===== src/rtl/pc_fetch_unit_pkg.sv =====
// Shared types and defaults for the instruction fetch stage.
// Latency: n/a (types and constants only).
// Backpressure: n/a.
package pc_fetch_unit_pkg;

    localparam int          FETCH_XLEN    = 32;
    localparam logic [31:0] RESET_PC_DEF  = 32'h0000_0000;
    localparam logic [31:0] NOP_INSTR_DEF = 32'h0000_0013;   // addi x0,x0,0

    // BOOT: idle cycle after reset; FETCH: request on the bus;
    // WAIT: request accepted, awaiting data; HOLD: data parked in skid while
    // decode is stalled; DRAIN: stale response still in flight after a redirect.
    typedef enum logic [2:0] {
        ST_BOOT  = 3'd0,
        ST_FETCH = 3'd1,
        ST_WAIT  = 3'd2,
        ST_HOLD  = 3'd3,
        ST_DRAIN = 3'd4
    } fetch_state_t;

endpackage


===== src/rtl/pc_fetch_unit_skid_buffer.sv =====
// One-entry holding register for an instruction word that arrived while decode was stalled.
// Latency: loaded word visible one cycle after i_load.
// Backpressure: none; the owner only loads when empty, clear wins over load.
module pc_fetch_unit_skid_buffer #(
    parameter int W = 32
) (
    input  logic         clk,
    input  logic         rstN,
    input  logic         i_load,
    input  logic         i_clear,
    input  logic [W-1:0] i_dat,
    output logic [W-1:0] o_dat,
    output logic         o_vld
);

    logic [W-1:0] r_dat;
    logic         r_vld;

    // Capture the parked word; a clear (redirect) discards it.
    always_ff @(posedge clk) begin
        if (!rstN) begin
            r_dat <= '0;
            r_vld <= 1'b0;
        end else if (i_clear) begin
            r_vld <= 1'b0;
        end else if (i_load) begin
            r_dat <= i_dat;
            r_vld <= 1'b1;
        end
    end

    assign o_dat = r_dat;
    assign o_vld = r_vld;

endmodule


===== src/rtl/pc_fetch_unit.sv =====
// Fetch stage: PC register, imem req/ready + valid handshake, IF/ID register with stall/flush/redirect.
// Latency: IF/ID valid one cycle after imemValid; request re-issued the cycle after delivery.
// Backpressure: stallD holds IF/ID and parks a returning word in the skid; no new request until it drains.
module pc_fetch_unit
    import pc_fetch_unit_pkg::*;
#(
    parameter int              XLEN      = FETCH_XLEN,
    parameter logic [XLEN-1:0] RESET_PC  = XLEN'(RESET_PC_DEF),
    parameter logic [XLEN-1:0] NOP_INSTR = XLEN'(NOP_INSTR_DEF)
) (
    input  logic            clk,
    input  logic            rstN,
    input  logic            pcSrcE,
    input  logic [XLEN-1:0] pcTargetE,
    input  logic            stallD,
    input  logic            flushD,
    output logic            imemReq,
    output logic [XLEN-1:0] imemAddr,
    input  logic            imemReady,
    input  logic            imemValid,
    input  logic [XLEN-1:0] imemRdata,
    output logic [XLEN-1:0] instrD,
    output logic [XLEN-1:0] pcD,
    output logic [XLEN-1:0] pcPlus4D,
    output logic            validD,
    output logic            misalignErr
);

    fetch_state_t    r_state;
    logic [XLEN-1:0] r_pc;
    logic            r_imem_req;
    logic [XLEN-1:0] r_instr_d;
    logic [XLEN-1:0] r_pc_d;
    logic [XLEN-1:0] r_pc_plus4_d;
    logic            r_valid_d;
    logic            r_misalign;

    logic [XLEN-1:0] w_pc_plus4;
    logic [XLEN-1:0] w_target_aligned;
    logic            w_skid_load;
    logic            w_skid_vld;
    logic [XLEN-1:0] w_skid_dat;
    logic            w_load_mem;
    logic            w_load_skid;
    logic            w_advance;
    logic [XLEN-1:0] w_load_dat;

    // Wraps modulo 2^XLEN by construction.
    assign w_pc_plus4       = r_pc + XLEN'(4);
    assign w_target_aligned = {pcTargetE[XLEN-1:2], 2'b00};

    // A word arriving while decode is stalled is parked rather than dropped.
    assign w_skid_load = !pcSrcE && (r_state == ST_WAIT) && imemValid && stallD;

    // Delivery into IF/ID: directly from memory, or from the skid once the stall lifts.
    assign w_load_mem  = !pcSrcE && (r_state == ST_WAIT) && imemValid && !stallD;
    assign w_load_skid = !pcSrcE && (r_state == ST_HOLD) && !stallD && w_skid_vld;
    assign w_advance   = w_load_mem || w_load_skid;
    assign w_load_dat  = w_load_skid ? w_skid_dat : imemRdata;

    pc_fetch_unit_skid_buffer #(
        .W (XLEN)
    ) u_skid (
        .clk     (clk),
        .rstN    (rstN),
        .i_load  (w_skid_load),
        .i_clear (pcSrcE),
        .i_dat   (imemRdata),
        .o_dat   (w_skid_dat),
        .o_vld   (w_skid_vld)
    );

    // Fetch FSM with PC register and registered request; redirect overrides everything.
    always_ff @(posedge clk) begin
        if (!rstN) begin
            r_state    <= ST_BOOT;
            r_pc       <= RESET_PC;
            r_imem_req <= 1'b0;
        end else if (pcSrcE) begin
            r_pc <= w_target_aligned;
            case (r_state)
                ST_WAIT: begin
                    // Without the response this cycle it is still owed and must be drained.
                    if (imemValid) begin
                        r_state    <= ST_FETCH;
                        r_imem_req <= 1'b1;
                    end else begin
                        r_state    <= ST_DRAIN;
                        r_imem_req <= 1'b0;
                    end
                end
                ST_FETCH: begin
                    // A request accepted this cycle is now stale.
                    if (imemReady) begin
                        r_state    <= ST_DRAIN;
                        r_imem_req <= 1'b0;
                    end else begin
                        r_state    <= ST_FETCH;
                        r_imem_req <= 1'b1;
                    end
                end
                ST_DRAIN: begin
                    if (imemValid) begin
                        r_state    <= ST_FETCH;
                        r_imem_req <= 1'b1;
                    end else begin
                        r_state    <= ST_DRAIN;
                        r_imem_req <= 1'b0;
                    end
                end
                default: begin
                    r_state    <= ST_FETCH;
                    r_imem_req <= 1'b1;
                end
            endcase
        end else begin
            case (r_state)
                ST_BOOT: begin
                    r_state    <= ST_FETCH;
                    r_imem_req <= 1'b1;
                end
                ST_FETCH: begin
                    if (imemReady) begin
                        r_state    <= ST_WAIT;
                        r_imem_req <= 1'b0;
                    end
                end
                ST_WAIT: begin
                    if (imemValid) begin
                        if (!stallD) begin
                            r_pc       <= w_pc_plus4;
                            r_state    <= ST_FETCH;
                            r_imem_req <= 1'b1;
                        end else begin
                            r_state    <= ST_HOLD;
                        end
                    end
                end
                ST_HOLD: begin
                    if (w_load_skid) begin
                        r_pc       <= w_pc_plus4;
                        r_state    <= ST_FETCH;
                        r_imem_req <= 1'b1;
                    end
                end
                ST_DRAIN: begin
                    if (imemValid) begin
                        r_state    <= ST_FETCH;
                        r_imem_req <= 1'b1;
                    end
                end
                default: begin
                    r_state    <= ST_BOOT;
                    r_imem_req <= 1'b0;
                end
            endcase
        end
    end

    // IF/ID register: invalidate on redirect/flush, load on delivery, hold on stall, else bubble.
    always_ff @(posedge clk) begin
        if (!rstN) begin
            r_instr_d    <= NOP_INSTR;
            r_pc_d       <= '0;
            r_pc_plus4_d <= '0;
            r_valid_d    <= 1'b0;
        end else if (pcSrcE || flushD) begin
            r_instr_d <= NOP_INSTR;
            r_valid_d <= 1'b0;
        end else if (w_advance) begin
            r_instr_d    <= w_load_dat;
            r_pc_d       <= r_pc;
            r_pc_plus4_d <= w_pc_plus4;
            r_valid_d    <= 1'b1;
        end else if (!stallD) begin
            r_instr_d <= NOP_INSTR;
            r_valid_d <= 1'b0;
        end
    end

    // One-cycle flag for a redirect target that was not word aligned.
    always_ff @(posedge clk) begin
        if (!rstN) begin
            r_misalign <= 1'b0;
        end else begin
            r_misalign <= pcSrcE && (pcTargetE[1:0] != 2'b00);
        end
    end

    assign imemReq     = r_imem_req;
    assign imemAddr    = r_pc;
    assign instrD      = r_instr_d;
    assign pcD         = r_pc_d;
    assign pcPlus4D    = r_pc_plus4_d;
    assign validD      = r_valid_d;
    assign misalignErr = r_misalign;

endmodule


===== config.mk =====
export PLATFORM = sky130hd
export DESIGN_NAME = pc_fetch_unit
export DESIGN_NICKNAME = d
export VERILOG_FILES = /design/src/rtl/pc_fetch_unit_pkg.sv /design/src/rtl/pc_fetch_unit_skid_buffer.sv /design/src/rtl/pc_fetch_unit.sv
export SDC_FILE = /design/constraint.sdc
export NUM_CORES = 1
export LEC_CHECK = 0
export ABC_AREA = 1
export BUFFER_PORTS_ARGS = -buffer_cell sky130_fd_sc_hd__buf_4
export CORE_MARGIN = 2
export CORE_UTILIZATION = 57
export CTS_CLUSTER_DIAMETER = 150
export CTS_CLUSTER_SIZE = 14
export DETAILED_ROUTE_END_ITERATION = 10
export GPL_ROUTABILITY_DRIVEN = 0
export PLACE_DENSITY = 0.85
export SYNTH_ARGS = -nofsm -noshare
export SYNTH_HDL_FRONTEND = slang
export SYNTH_SLANG_ARGS = --single-unit
export TNS_END_PERCENT = 100

===== constraint.sdc =====
create_clock -name clk -period 4.35 [get_ports clk]
set_input_delay 0.2175 -clock clk [delete_from_list [all_inputs] [get_ports clk]]
set_output_delay 0.2175 -clock clk [all_outputs]
set_load 0.005 [all_outputs]

# == After elaboration in Yosys (flattened, before gate mapping) ==
# Cells that the tools add are included.
# W data, S select, Z words.
# op_classes
n_addsub,1
n_mux,30
eq_ne,13
bitwise,3
n_reduce_logical,25
# ops
operator,n
$mux W32,7
$pmux W32 S2,1
$add A32 B3 Y32 const B,1
$mux W3,7
$ne A3 B3 Y1 const B,5
$pmux W3 S5,1
$reduce_and A4 Y1,3
$mux W1,10
$logic_and A1 B1 Y1,8
$eq A3 B2 Y1 const B,2
$ne A2 B2 Y1 const B,3
$pmux W3 S2,1
$reduce_or A2 Y1,3
$pmux W1 S5,1
$reduce_and A5 Y1,1
$reduce_and A2 Y1,2
$reduce_bool A2 Y1,2
$eq A3 B1 Y1 const B,1
$eq A3 B3 Y1 const B,1
$logic_not A3 Y1,1
$not A1 Y1,3
$reduce_bool A3 Y1,1
$logic_not A1 Y1,2
$logic_or A1 B1 Y1,2
other kinds (3),3
# totals
input_bits,71
wordCells,83
output_inout_bits,131
register_bits,167

# == Longest topological paths before layout ==
# depth
depth_word,7
ltp_mapped,10
mapped_depth_nobuf,10

# == Cells and area by module ==
# From an unflattened synthesis, not the netlist that was laid out.
# unflattened
hier_cells,1183
hier_area_um2,7795.0
# by_module_without_submodules
module,area_each_um2,cells_each,seq_area_each_um2,n_inst
pc_fetch_unit,6368.6,971,2562.5,1
pc_fetch_unit_skid_buffer,1426.4,212,660.6,1

# == Worst setup path after synthesis ==
# Ideal clock, no wire load.
# synth_path
path_type,register to register
startpoint,reg r_state[2]
endpoint,"reg r_pc_plus4_d[10], in the netlist pcPlus4D[10]"
arrival_ps,1411
required_time_ps,4222
n_path_buf,1
setup_slack_ps,2811
path_stages_with_launch,10
period_less_slack_ps,1539
setup_ps,128
path_cell_list,dfxtp_1 inv_1 nand2_1 nor2_1 nand3_1 nand2_2 nand3_2 clkbuf_1 o21ai_0 nor2_1
# synth_via
elab_chain_cells,6
word_cells_on_any_way,10
classes_between,2 x eq/ne; 8 x reduce/logical
# synth_lines
item,line,rtl
start: declaration,pc_fetch_unit.sv:29,fetch_state_t r_state;
start signal: assignment,pc_fetch_unit.sv:76,r_state <= ST_BOOT;
start signal: assignment,pc_fetch_unit.sv:85,r_state <= ST_FETCH;
start signal: assignment,pc_fetch_unit.sv:88,r_state <= ST_DRAIN;
$eq A3 B2 Y1 (on tied branches),"pc_fetch_unit.sv:56, pc_fetch_unit.sv:57",
$logic_and A1 B1 Y1 (on tied branches) (3 in series),"pc_fetch_unit.sv:56, pc_fetch_unit.sv:57",
$logic_or A1 B1 Y1 (*),pc_fetch_unit.sv:58,assign w_advance = w_load_mem || w_load_skid;
$reduce_and A2 Y1 (no source line) (*),--,
end signal: assignment,pc_fetch_unit.sv:173,r_pc_plus4_d <= w_pc_plus4;
end: declaration,pc_fetch_unit.sv:34,logic [XLEN-1:0] r_pc_plus4_d;
# Every way passes the cells marked *; elsewhere a longest branch is shown, timed or not.
# A chain may end at the register's enable or synchronous reset.

# == Final worst setup path ==
# layout_path
startpoint,reg r_state[2]
endpoint,"reg r_instr_d[3], in the netlist instrD[3]"
# layout_via
elab_chain_cells,6
word_cells_on_any_way,12
classes_between,3 x eq/ne; 2 x mux; 7 x reduce/logical
# layout_lines
item,line,rtl
$eq A3 B2 Y1 (on tied branches),"pc_fetch_unit.sv:57, pc_fetch_unit.sv:56",
$logic_and A1 B1 Y1 (on tied branches) (3 in series),"pc_fetch_unit.sv:57, pc_fetch_unit.sv:56",
$mux W32 / $logic_or A1 B1 Y1 (equally long branches),"pc_fetch_unit.sv:59, pc_fetch_unit.sv:58",
$mux W32 / $ne A2 B1 Y1 (equally long branches),--,
end signal: assignment,pc_fetch_unit.sv:171,r_instr_d <= w_load_dat;
end: declaration,pc_fetch_unit.sv:32,logic [XLEN-1:0] r_instr_d;
# Parallel ways exist; a longest one is shown, timed or not.

==> flow_metrics.py <==
metrics = {
    "run_status": {
        "status": "complete, no violations",
    },
    "placement": {
        "place_ws_ps": 1249,
        "dp_hpwl_um": 14960,
        "numPortBuffers": 195,
    },
    "timing": {
        "drv_slew": 0,
        "fin_crit_sh_pct": 73.18,
        "hold_viol_final": 0,
        "postLayoutSetupSlackWorst_ps": 1167,
        "max_freq_mhz": 314.2,
        "setup_violations": 0,
        "skew_ps": 8.932,
        "worstMarginPinSlew_ps": 1303,
        "hold_ws_ps": 44.67,
        "tns_ps": 0,
        "fin_crit_ps": 3183,
        "maxSlewHeadroom_pct": 13.02,
        "rsz0062_at_grt": "no",
    },
    "logic_synthesis": {
        "synth_most_common_cell": "nand2_1",
        "syn_inst": 1182,
        "yosysTopAreaCell": "dfxtp_1",
        "synthTopCellsByArea": "dfxtp_1, nand2_1, nor2_1",
        "syn_area_mm2": 0.007671,
        "synth_warnings": 0,
        "synth_top_flop_cell": "dfxtp_1",
        "synthDistinctLibCells": 32,
        "synth-edff-count": 0,
        "yosysSeqAreaShare_pct": 42.02,
        "avgSynthCellArea_um2": 6.490,
        "synth_top_area_share_pct": 42.02,
        "synth_common_cells": "nand2_1, nor2_1, dfxtp_1",
        "synthArstFlopShare_pct": 0,
        "synth_seq_cells": 161,
    },
    "global_routing": {
        "grt_start_max_net_pins": 81,
        "antenna_found_initial": 0,
        "grt_pass1_vias": 7349,
        "grt_usage_pct": 31.03,
        "grt.overflow.total": 0,
        "grt_pass1_wl_um": 35860,
    },
    "cells_and_area": {
        "drive_gt1_share_pct": 17.89,
        "diodes": 0,
        "fillerInstances": 1088,
        "syn_to_final_growth_pct": 25.82,
        "final_nets": 1407,
    },
    "pwr": {
        "powerDensity_mw_per_mm2": 359.1,
        "clkPwrFrac_pct": 41.8,
        "p_sw_share_pct": 26.46,
        "p_int_w": 0.002549,
        "ir_drop_mv": 0.2728,
        "p_switching_w": 0.0009171,
        "leakage_nw": 4.438,
        "p_seq_share_pct": 46.3,
        "share_comb_of_total_power_pct": 11.8,
    },
    "setup_path": {
        "rr_startpoint": "r_state[2]",
        "crit_fanout": 34,
        "critPathRequiredTime_ps": 4690,
        "start_kind": "register",
        "worstSetupPathType": "register to register",
        "end_kind": "register",
        "arrival_ps": 3530,
        "worstSetupStartpoint": "r_state[2]",
    },
    "cts": {
        "htreeDepth": 4,
        "post_cts_resized": 0,
        "clock-root-buffer": "clkbuf_16",
        "numClockSinks": 161,
        "post_cts_buffers": 0,
        "cts_tree": "done",
        "clk_pin_slew_worst_paths_ps": 60,
        "hold_buffers": 0,
        "cts_buffers": 17,
        "clk_latency_ps": 430,
        "cts_max_path_buffers": 2,
    },
    "detailed_routing": {
        "drt-initial-drc-count": 896,
        "wl_per_cell_um": 14.67,
        "ant_nets": 0,
        "viasPerCell": 5.379,
        "dr_total_vias": 8192,
        "drt-total-wl_um": 22350,
        "drtPass1Iterations": 5,
        "drc": 0,
    },
    "floorplan": {
        "ios": 202,
        "core_mm2": 0.01319,
        "rows": 42,
        "die_w_um": 120.0,
        "die_h_um": 120.0,
        "dieArea_mm2": 0.01440,
        "start_util_pct": 58.16,
    },
    "min_path": {
        "min_from": "flushD",
        "hp-class": "input port to register",
    },
    "job": {
        "cap_violations": 0,
    },
}
==> stage by stage <==
step	area, um^2	cells	power [W]	util [%]
3_5_place_dp	9091	1492	0.002036	68.92
6_report	9652	1523	0.003466	73.17
2_1_floorplan	7690	1187	0.001842	-
5_1_grt	9652	1523	0.003594	73.17
4_1_cts	9652	1523	0.003457	73.17
3_3_place_gp	9091	1492	0.002025	68.92
==> flip-flops by register name, summed over array words and instances, names as in the netlist <==
| register | cells |
|---|---|
| validD | 1 |
| instrD | 32 |
| r_state | 3 |
| pcD | 30 |
| misalignErr | 1 |
| imemReq | 1 |
| pcPlus4D | 30 |
| u_skid.o_vld | 1 |
| imemAddr | 30 |
| u_skid.o_dat | 32 |
==> power groups by stage <==
stage / sequential, W / combinational, W / clock (W)
6_report: 0.00161 / 0.000410 / 0.00145
5_1_grt: 0.00161 / 0.000457 / 0.00153
4_1_cts: 0.00160 / 0.000406 / 0.00145
3_5_place_dp: 0.00163 / 0.000402 / 0
3_3_place_gp: 0.00163 / 0.000392 / 0
2_1_floorplan: 0.00161 / 0.000232 / 0
==> cells by family after synthesis <==
family | share of synthesized area, %
buffers and inverters | 11.32
AOI/OAI and AO/OA | 13.93
muxes | 0.1305
and+or+nand+nor | 31.14
other | 0.04888
DFF | 42.02
adders and majority gates | 0.1631
xor gates and xnor gates | 1.256
==> cell type report <==
type	instances	area, um^2	share of cell area (%)
clock buffer	21	450.4	4.667
inverter	144	540.5	5.600
sequential	161	3223	33.39
clock inverter	10	110.1	1.141
tap	176	220.2	2.282
multi-input combinational	810	3598	37.28
timing repair buffer	201	1509	15.63
==> per-layer routing <==
layer  vias to the layer above  part of all wire (%)  track usage [%]
li1                       4014                     -                -
met2                       420                    46            48.33
met4                         0                   2.9            12.13
met3                        64                   8.7            7.557
met1                      3694                    42            41.46
met5                         -                     0                0
==> placed cells by master, fill, tap and decap left out, types with 3 or more instances in the layout <==
cell type / synthesis / final
a21oi_1: 96 / 96
buf_4: 11 / 201
clkbuf_1: 45 / 3
clkbuf_16: 0 / 17
clkinv_2: 0 / 5
conb_1: 1 / 6
dfxtp_1: 161 / 161
inv_1: 141 / 141
inv_2: 3 / 3
nand2_1: 282 / 282
nand2_2: 3 / 3
nand3_1: 58 / 58
nand4_1: 32 / 32
nor2_1: 196 / 196
o21ai_0: 106 / 106
xnor2_1: 7 / 7
xor2_1: 4 / 4
==> worst paths after layout <==
kind / cells after the start / slack (ps) / end
max: 7 / 1170 / instrD[3]
min: 3 / 40 / instrD[0]
max reg2reg: 7 / 1170 / instrD[3]
min reg2reg: 2 / 450 / instrD[23]
==> critical path, stage by stage (launching register included) <==
cell and delay [ps]:
dfxtp_1 340, inv_1 100, nand2_1 130, nor3_4 550
nand3_2 770, o21ai_2 780, nand3_1 190, a21oi_1 210
No activity file was read; power rests on OpenSTA's default activity.
